**src/rtl/fft_band_energy.sv**
```systemverilog
// Band-energy monitor on the FFT unload stream: approximate |X| per bin, summed into
// equal-width bands over the lower half-spectrum, with peak tracking and a handshaked drain.
module fft_band_energy #(
  parameter int DATA_WIDTH  = 38,
  parameter int INDEX_WIDTH = 13,
  parameter int BAND_BITS   = 3,
  parameter int ACC_WIDTH   = 48,
  parameter int SKIP_DC     = 1
) (
  input  logic                   clk,
  input  logic                   rst,
  input  logic                   fft_valid,
  input  logic [INDEX_WIDTH-1:0] fft_index,
  input  logic [DATA_WIDTH-1:0]  fft_re,
  input  logic [DATA_WIDTH-1:0]  fft_im,
  input  logic                   band_ready,
  output logic                   band_valid,
  output logic [BAND_BITS-1:0]   band_id,
  output logic [ACC_WIDTH-1:0]   band_energy,
  output logic                   band_last,
  output logic                   frame_done,
  output logic [INDEX_WIDTH-2:0] peak_bin,
  output logic [DATA_WIDTH-1:0]  peak_mag,
  output logic                   busy,
  output logic                   overrun
);
  localparam int NUM_BANDS = 1 << BAND_BITS;
  localparam int BIN_WIDTH = INDEX_WIDTH - 1;

  localparam logic [1:0] ST_IDLE  = 2'd0;
  localparam logic [1:0] ST_ACCUM = 2'd1;
  localparam logic [1:0] ST_DRAIN = 2'd2;

  logic [1:0]            state_reg;
  logic                  s1_valid_reg, s1_keep_reg, s1_eof_reg;
  logic [DATA_WIDTH-1:0] s1_re_reg, s1_im_reg;
  logic [BAND_BITS-1:0]  s1_band_reg;
  logic [BIN_WIDTH-1:0]  s1_bin_reg;
  logic [ACC_WIDTH-1:0]  acc_reg [NUM_BANDS];
  logic [BAND_BITS-1:0]  drain_idx_reg;
  logic [DATA_WIDTH-1:0] peak_mag_reg;
  logic [BIN_WIDTH-1:0]  peak_bin_reg;
  logic                  frame_done_reg, overrun_reg;

  logic                  accept, keep_in, flush_done, last_accept, s2_update;
  logic [DATA_WIDTH-1:0] mag_max, mag_min, mag;
  logic [ACC_WIDTH:0]    acc_sum;
  logic [ACC_WIDTH-1:0]  acc_next;

  // Two's-complement magnitude; the most negative code has no positive twin, so clamp it.
  function automatic logic [DATA_WIDTH-1:0] abs_sat(input logic [DATA_WIDTH-1:0] x);
    logic [DATA_WIDTH-1:0] r;
    if (!x[DATA_WIDTH-1])
      r = x;
    else if (x == {1'b1, {(DATA_WIDTH-1){1'b0}}})
      r = {1'b0, {(DATA_WIDTH-1){1'b1}}};
    else
      r = ~x + 1'b1;
    return r;
  endfunction

  // Once the end-of-frame bin is in stage 1, further samples wait for the drain and are lost.
  assign accept = fft_valid && ((state_reg == ST_IDLE) ||
                  ((state_reg == ST_ACCUM) && !(s1_valid_reg && s1_eof_reg)));
  assign keep_in = !fft_index[INDEX_WIDTH-1] &&
                   !((SKIP_DC != 0) && (fft_index == '0));
  assign flush_done  = (state_reg == ST_ACCUM) && s1_valid_reg && s1_eof_reg;
  assign last_accept = (state_reg == ST_DRAIN) && band_ready && (&drain_idx_reg);

  assign mag_max   = (s1_re_reg > s1_im_reg) ? s1_re_reg : s1_im_reg;
  assign mag_min   = (s1_re_reg > s1_im_reg) ? s1_im_reg : s1_re_reg;
  assign mag       = mag_max + (mag_min >> 1);
  assign s2_update = s1_valid_reg && s1_keep_reg;
  assign acc_sum   = {1'b0, acc_reg[s1_band_reg]} +
                     {{(ACC_WIDTH+1-DATA_WIDTH){1'b0}}, mag};
  assign acc_next  = acc_sum[ACC_WIDTH] ? {ACC_WIDTH{1'b1}} : acc_sum[ACC_WIDTH-1:0];

  always_ff @(posedge clk or posedge rst) begin
    if (rst) begin
      s1_valid_reg <= 1'b0;
      s1_keep_reg  <= 1'b0;
      s1_eof_reg   <= 1'b0;
      s1_re_reg    <= '0;
      s1_im_reg    <= '0;
      s1_band_reg  <= '0;
      s1_bin_reg   <= '0;
    end else begin
      s1_valid_reg <= accept;
      if (accept) begin
        s1_keep_reg <= keep_in;
        s1_eof_reg  <= &fft_index;
        s1_re_reg   <= abs_sat(fft_re);
        s1_im_reg   <= abs_sat(fft_im);
        s1_band_reg <= fft_index[INDEX_WIDTH-2 -: BAND_BITS];
        s1_bin_reg  <= fft_index[BIN_WIDTH-1:0];
      end
    end
  end

  always_ff @(posedge clk or posedge rst) begin
    if (rst) begin
      state_reg      <= ST_IDLE;
      drain_idx_reg  <= '0;
      frame_done_reg <= 1'b0;
      overrun_reg    <= 1'b0;
    end else begin
      frame_done_reg <= last_accept;
      if (fft_valid && !accept)
        overrun_reg <= 1'b1;
      case (state_reg)
        ST_IDLE:  if (fft_valid) state_reg <= ST_ACCUM;
        ST_ACCUM: if (flush_done) state_reg <= ST_DRAIN;
        ST_DRAIN: begin
          if (band_ready)
            drain_idx_reg <= drain_idx_reg + 1'b1;
          if (last_accept)
            state_reg <= ST_IDLE;
        end
        default:  state_reg <= ST_IDLE;
      endcase
    end
  end

  // Strict compare: on equal magnitudes the earlier (lower) bin stays.
  always_ff @(posedge clk or posedge rst) begin
    if (rst) begin
      peak_mag_reg <= '0;
      peak_bin_reg <= '0;
    end else if ((state_reg == ST_IDLE) && fft_valid) begin
      peak_mag_reg <= '0;
      peak_bin_reg <= '0;
    end else if (s2_update && (mag > peak_mag_reg)) begin
      peak_mag_reg <= mag;
      peak_bin_reg <= s1_bin_reg;
    end
  end

  genvar gi;
  generate
    for (gi = 0; gi < NUM_BANDS; gi++) begin : g_band
      always_ff @(posedge clk or posedge rst) begin
        if (rst)
          acc_reg[gi] <= '0;
        else if ((state_reg == ST_IDLE) || last_accept)
          acc_reg[gi] <= '0;
        else if (s2_update && (s1_band_reg == BAND_BITS'(gi)))
          acc_reg[gi] <= acc_next;
      end
    end
  endgenerate

  assign band_valid  = (state_reg == ST_DRAIN);
  assign band_id     = drain_idx_reg;
  assign band_energy = band_valid ? acc_reg[drain_idx_reg] : '0;
  assign band_last   = band_valid && (&drain_idx_reg);
  assign frame_done  = frame_done_reg;
  assign peak_bin    = peak_bin_reg;
  assign peak_mag    = peak_mag_reg;
  assign busy        = (state_reg != ST_IDLE);
  assign overrun     = overrun_reg;
endmodule

```
**config.mk**
```make
export PLATFORM = sky130hd
export DESIGN_NAME = fft_band_energy
export DESIGN_NICKNAME = d
export VERILOG_FILES = /design/src/rtl/fft_band_energy.sv
export SDC_FILE = /design/constraint.sdc
export NUM_CORES = 2
export LEC_CHECK = 0
export BUFFER_PORTS_ARGS = -buffer_cell sky130_fd_sc_hd__buf_2
export CAP_MARGIN = 20
export CORE_UTILIZATION = 62
export DETAILED_ROUTE_END_ITERATION = 10
export PLACE_DENSITY = 0.81
export SKIP_CTS_REPAIR_TIMING = 1
export SKIP_LAST_GASP = 1
export SLEW_MARGIN = 10
export SYNTH_ARGS = -nofsm -noshare
export SYNTH_HDL_FRONTEND = slang
export SYNTH_SLANG_ARGS = --single-unit
```
**constraint.sdc**
```tcl
create_clock -name clk -period 25.4 [get_ports clk]
set_input_delay 7.62 -clock clk [delete_from_list [all_inputs] [get_ports clk]]
set_output_delay 7.62 -clock clk [all_outputs]
set_load 0.05 [all_outputs]
```
==> metrics.txt <==
crit share post-route 0.468; global-route wire length before repair ~160000 um; TritonCTS clock tree built; DRT iter0 DRCs 3155; Leakage 16.1 nW; Worst-Margin Slew between 1000 and 1500 ps; I/O pins 199; Synth async-reset ratio 1.00; Placed Cells around 4000; syn_nets between 3000 and 4000; register area share after synthesis 0.390; Layout Cells excl Fill 4118; share of post-route cells with drive strength above 1 0.205; htree depth 2; Starting Density 0.631; Post-DP HPWL 66500 um; final setup TNS 0 ps; Layout Nets between 3000 and 4000; P&R area growth vs syn 9.96%; Max Cap Viol 0; Worst slew margin 0.247; M3 GR Usage 0.0767; Crit path required time roughly 18000 ps; CTS max path bufs 3; worst vdd ir around 0.092 mV; Vias/cell about 6.9; GPL Wtd Cong between 0.9 and 1; Synth area leader dfrtp_1; PortBufs 198; CTS clk-pin slew, worst paths ~60 ps; # setup viols final 0; most crowded layer after global routing met2; main combinational cell family by area after synthesis compound AO/OA/AOI/OAI gates; outcome finished, final reports clean; GR Util met2 0.573; cell mode on critical path buf_4; Hold/Removal Path Class register to register; num rows 85; Period minus WS final about 12000 ps; max reg flops 384; WHS ~480 ps; Syn. warnings 0; core area 54000 sq um; Clk Tree Root Cell clkbuf_16; Post-Syn Area about 34000 sq um; TritonCTS Buffers between 50 and 60; RSZ-0062 raised after global routing no; drt wl/cell around 24 um; max-slew violation count 0; Antenna Nets Post-Route 0; Area contributors post-synth dfrtp_1 39%, mux4_2 13%, ha_1 5.7%, o21ai_0 3.9%, nor2_1 3.7%; Die Width about 240 um; Die ar. 55900 sq um; Seq cells post-synth 532; Synth Area in Compound Gates 0.189; FMAX about 0.084 GHz; initial antenna violation count 0; Clk Latency, worst-skew pair approximately 640 ps; crit path launch type register; GR Util met1 0.477; most frequent cell after synthesis dfrtp_1; First-pass DRT Iterations 6; final wirelength around 100000 um; diodes inserted 0; Num Clock Sinks 532; Adder-Cell Fraction of Synth Area 0.0581; post-synthesis xor/xnor area fraction 0.0347; Synth top area share 0.390; post-synthesis mux area share 0.188; Synth Area in Simple Gates 0.101; maximum fanout along the worst path between 40 and 50; critical-path cell list buf_4, buf_4, mux4_2, mux2i_1, nor2_1, buf_2; Avg Inst Size Synth 10.3 sq um; Slowest Stage Delay on Critical Path between 800 and 900 ps; Total GRT Usage 0.358; Setup CP Type register to output port; Synth Instances ~3300; DRC violations left 0; Slowest-stage cell, CP dfrtp_4; Yosys cell types between 70 and 80; endpoints failing hold 0; Post-synth EDFFs 0; WP data arrival around 4300 ps; Worst setup EP type output port; vias in the first global route 28300; largest net degree at the start of global routing about 110; GR Overflow Total 0; skew final between 20 and 30 ps; Top FF cell, synth dfrtp_1; Post-synth top cells 532 x dfrtp_1, 338 x nor2_1, 264 x o21ai_0; Die H approximately 240 um; Via Count roughly 28000; Pwr Density 151 nW/um^2
==> final timing paths <==
kind	start	end	slack (ps)	depth (start not counted)
min	overrun	overrun	480	1
max	band_id[0]	band_energy[20]	13520	6
max reg2reg	s1_re_reg[21]	acc_reg[125]	15480	31
min in group asynchronous	rst	acc_reg[152]	7160	2
min reg2reg	overrun	overrun	480	1
max in group asynchronous	rst	band_id[2]	15800	4
==> metal layers <==
metal | vias to the layer above | wire length (um) | part of all wire
li1 | 12400 | - | -
met5 | - | 0 | 0
met4 | 0 | 4060 | 0.041
met2 | 1590 | 47000 | 0.47
met1 | 14200 | 38700 | 0.39
met3 | 242 | 10000 | 0.10
==> power by group <==
part | switching [mW] | internal, mW | total [mW] | leakage, nW
combinational | 2.10 | 1.24 | 3.35 | 8.68
sequential | 0.273 | 1.17 | 1.44 | 6.48
clock | 0.359 | 0.507 | 0.866 | 0.942
total | 2.74 | 2.92 | 5.65 | 16.1
==> worst max-delay path, delay by kind of cell (launching register included) <==
| family | cells | cell delay (ps) |
|---|---|---|
| buffers and inverters | 3 | 1660 |
| multiplexers | 2 | 970 |
| flip-flops | 1 | 850 |
| AND/OR/NAND/NOR | 1 | 90 |
==> kinds of logic (layout without fill, tap and decap cells) <==
family / count (synthesis) / after routing
buf+inv: 354 / 472
mux: 389 / 389
xor+xnor: 135 / 135
fa+ha+maj: 157 / 157
flops: 532 / 532
compound gates: 960 / 960
simple gates: 777 / 777
==> stage by stage <==
| stage | power [mW] | utilization | area, sq um | setup slack (ps) |
|---|---|---|---|---|
| global placement | 4.54 | 0.658 | 35500 | 13900 |
| finish | 5.65 | 0.694 | 37500 | 13520 |
| detailed placement | 4.68 | 0.658 | 35600 | 13820 |
| CTS | 5.58 | 0.694 | 37500 | 13460 |
| floorplan | 3.79 | - | 34100 | 2910 |
| global route | 5.99 | 0.694 | 37500 | 13250 |
==> cells in the final DEF (no fill, tap or decap), drive strengths merged, types with 18 or more instances in the layout <==
master  Yosys  routed
a31oi      21      21
ha        155     155
a211oi    126     126
mux4      192     192
a22o      112     112
inv       123     123
nand2     242     242
nor3       23      23
or4        18      18
xnor2      65      65
o21ai     266     266
mux2       82      82
mux2i     115     115
buf        43     242
o31ai      28      28
nand4      25      25
a21o       60      60
nand3      30      30
dfrtp     532     532
nor2      340     340
xor2       70      70
a22oi      35      35
a21oi     208     208
nand2b     22      22
clkbuf    187      83
==> final cells by class <==
cell class                      instances  area (sq um)
Clock buffer                           83          1640
Clock inverter                         23           292
Fill cell                            3890         16500
Inverter                              124           473
Multi-Input combinational cell       2418         19600
Sequential cell                       532         13300
Tap cell                              696           871
Timing Repair Buffer                  242          1330
(Power assumes the default switching activity.)
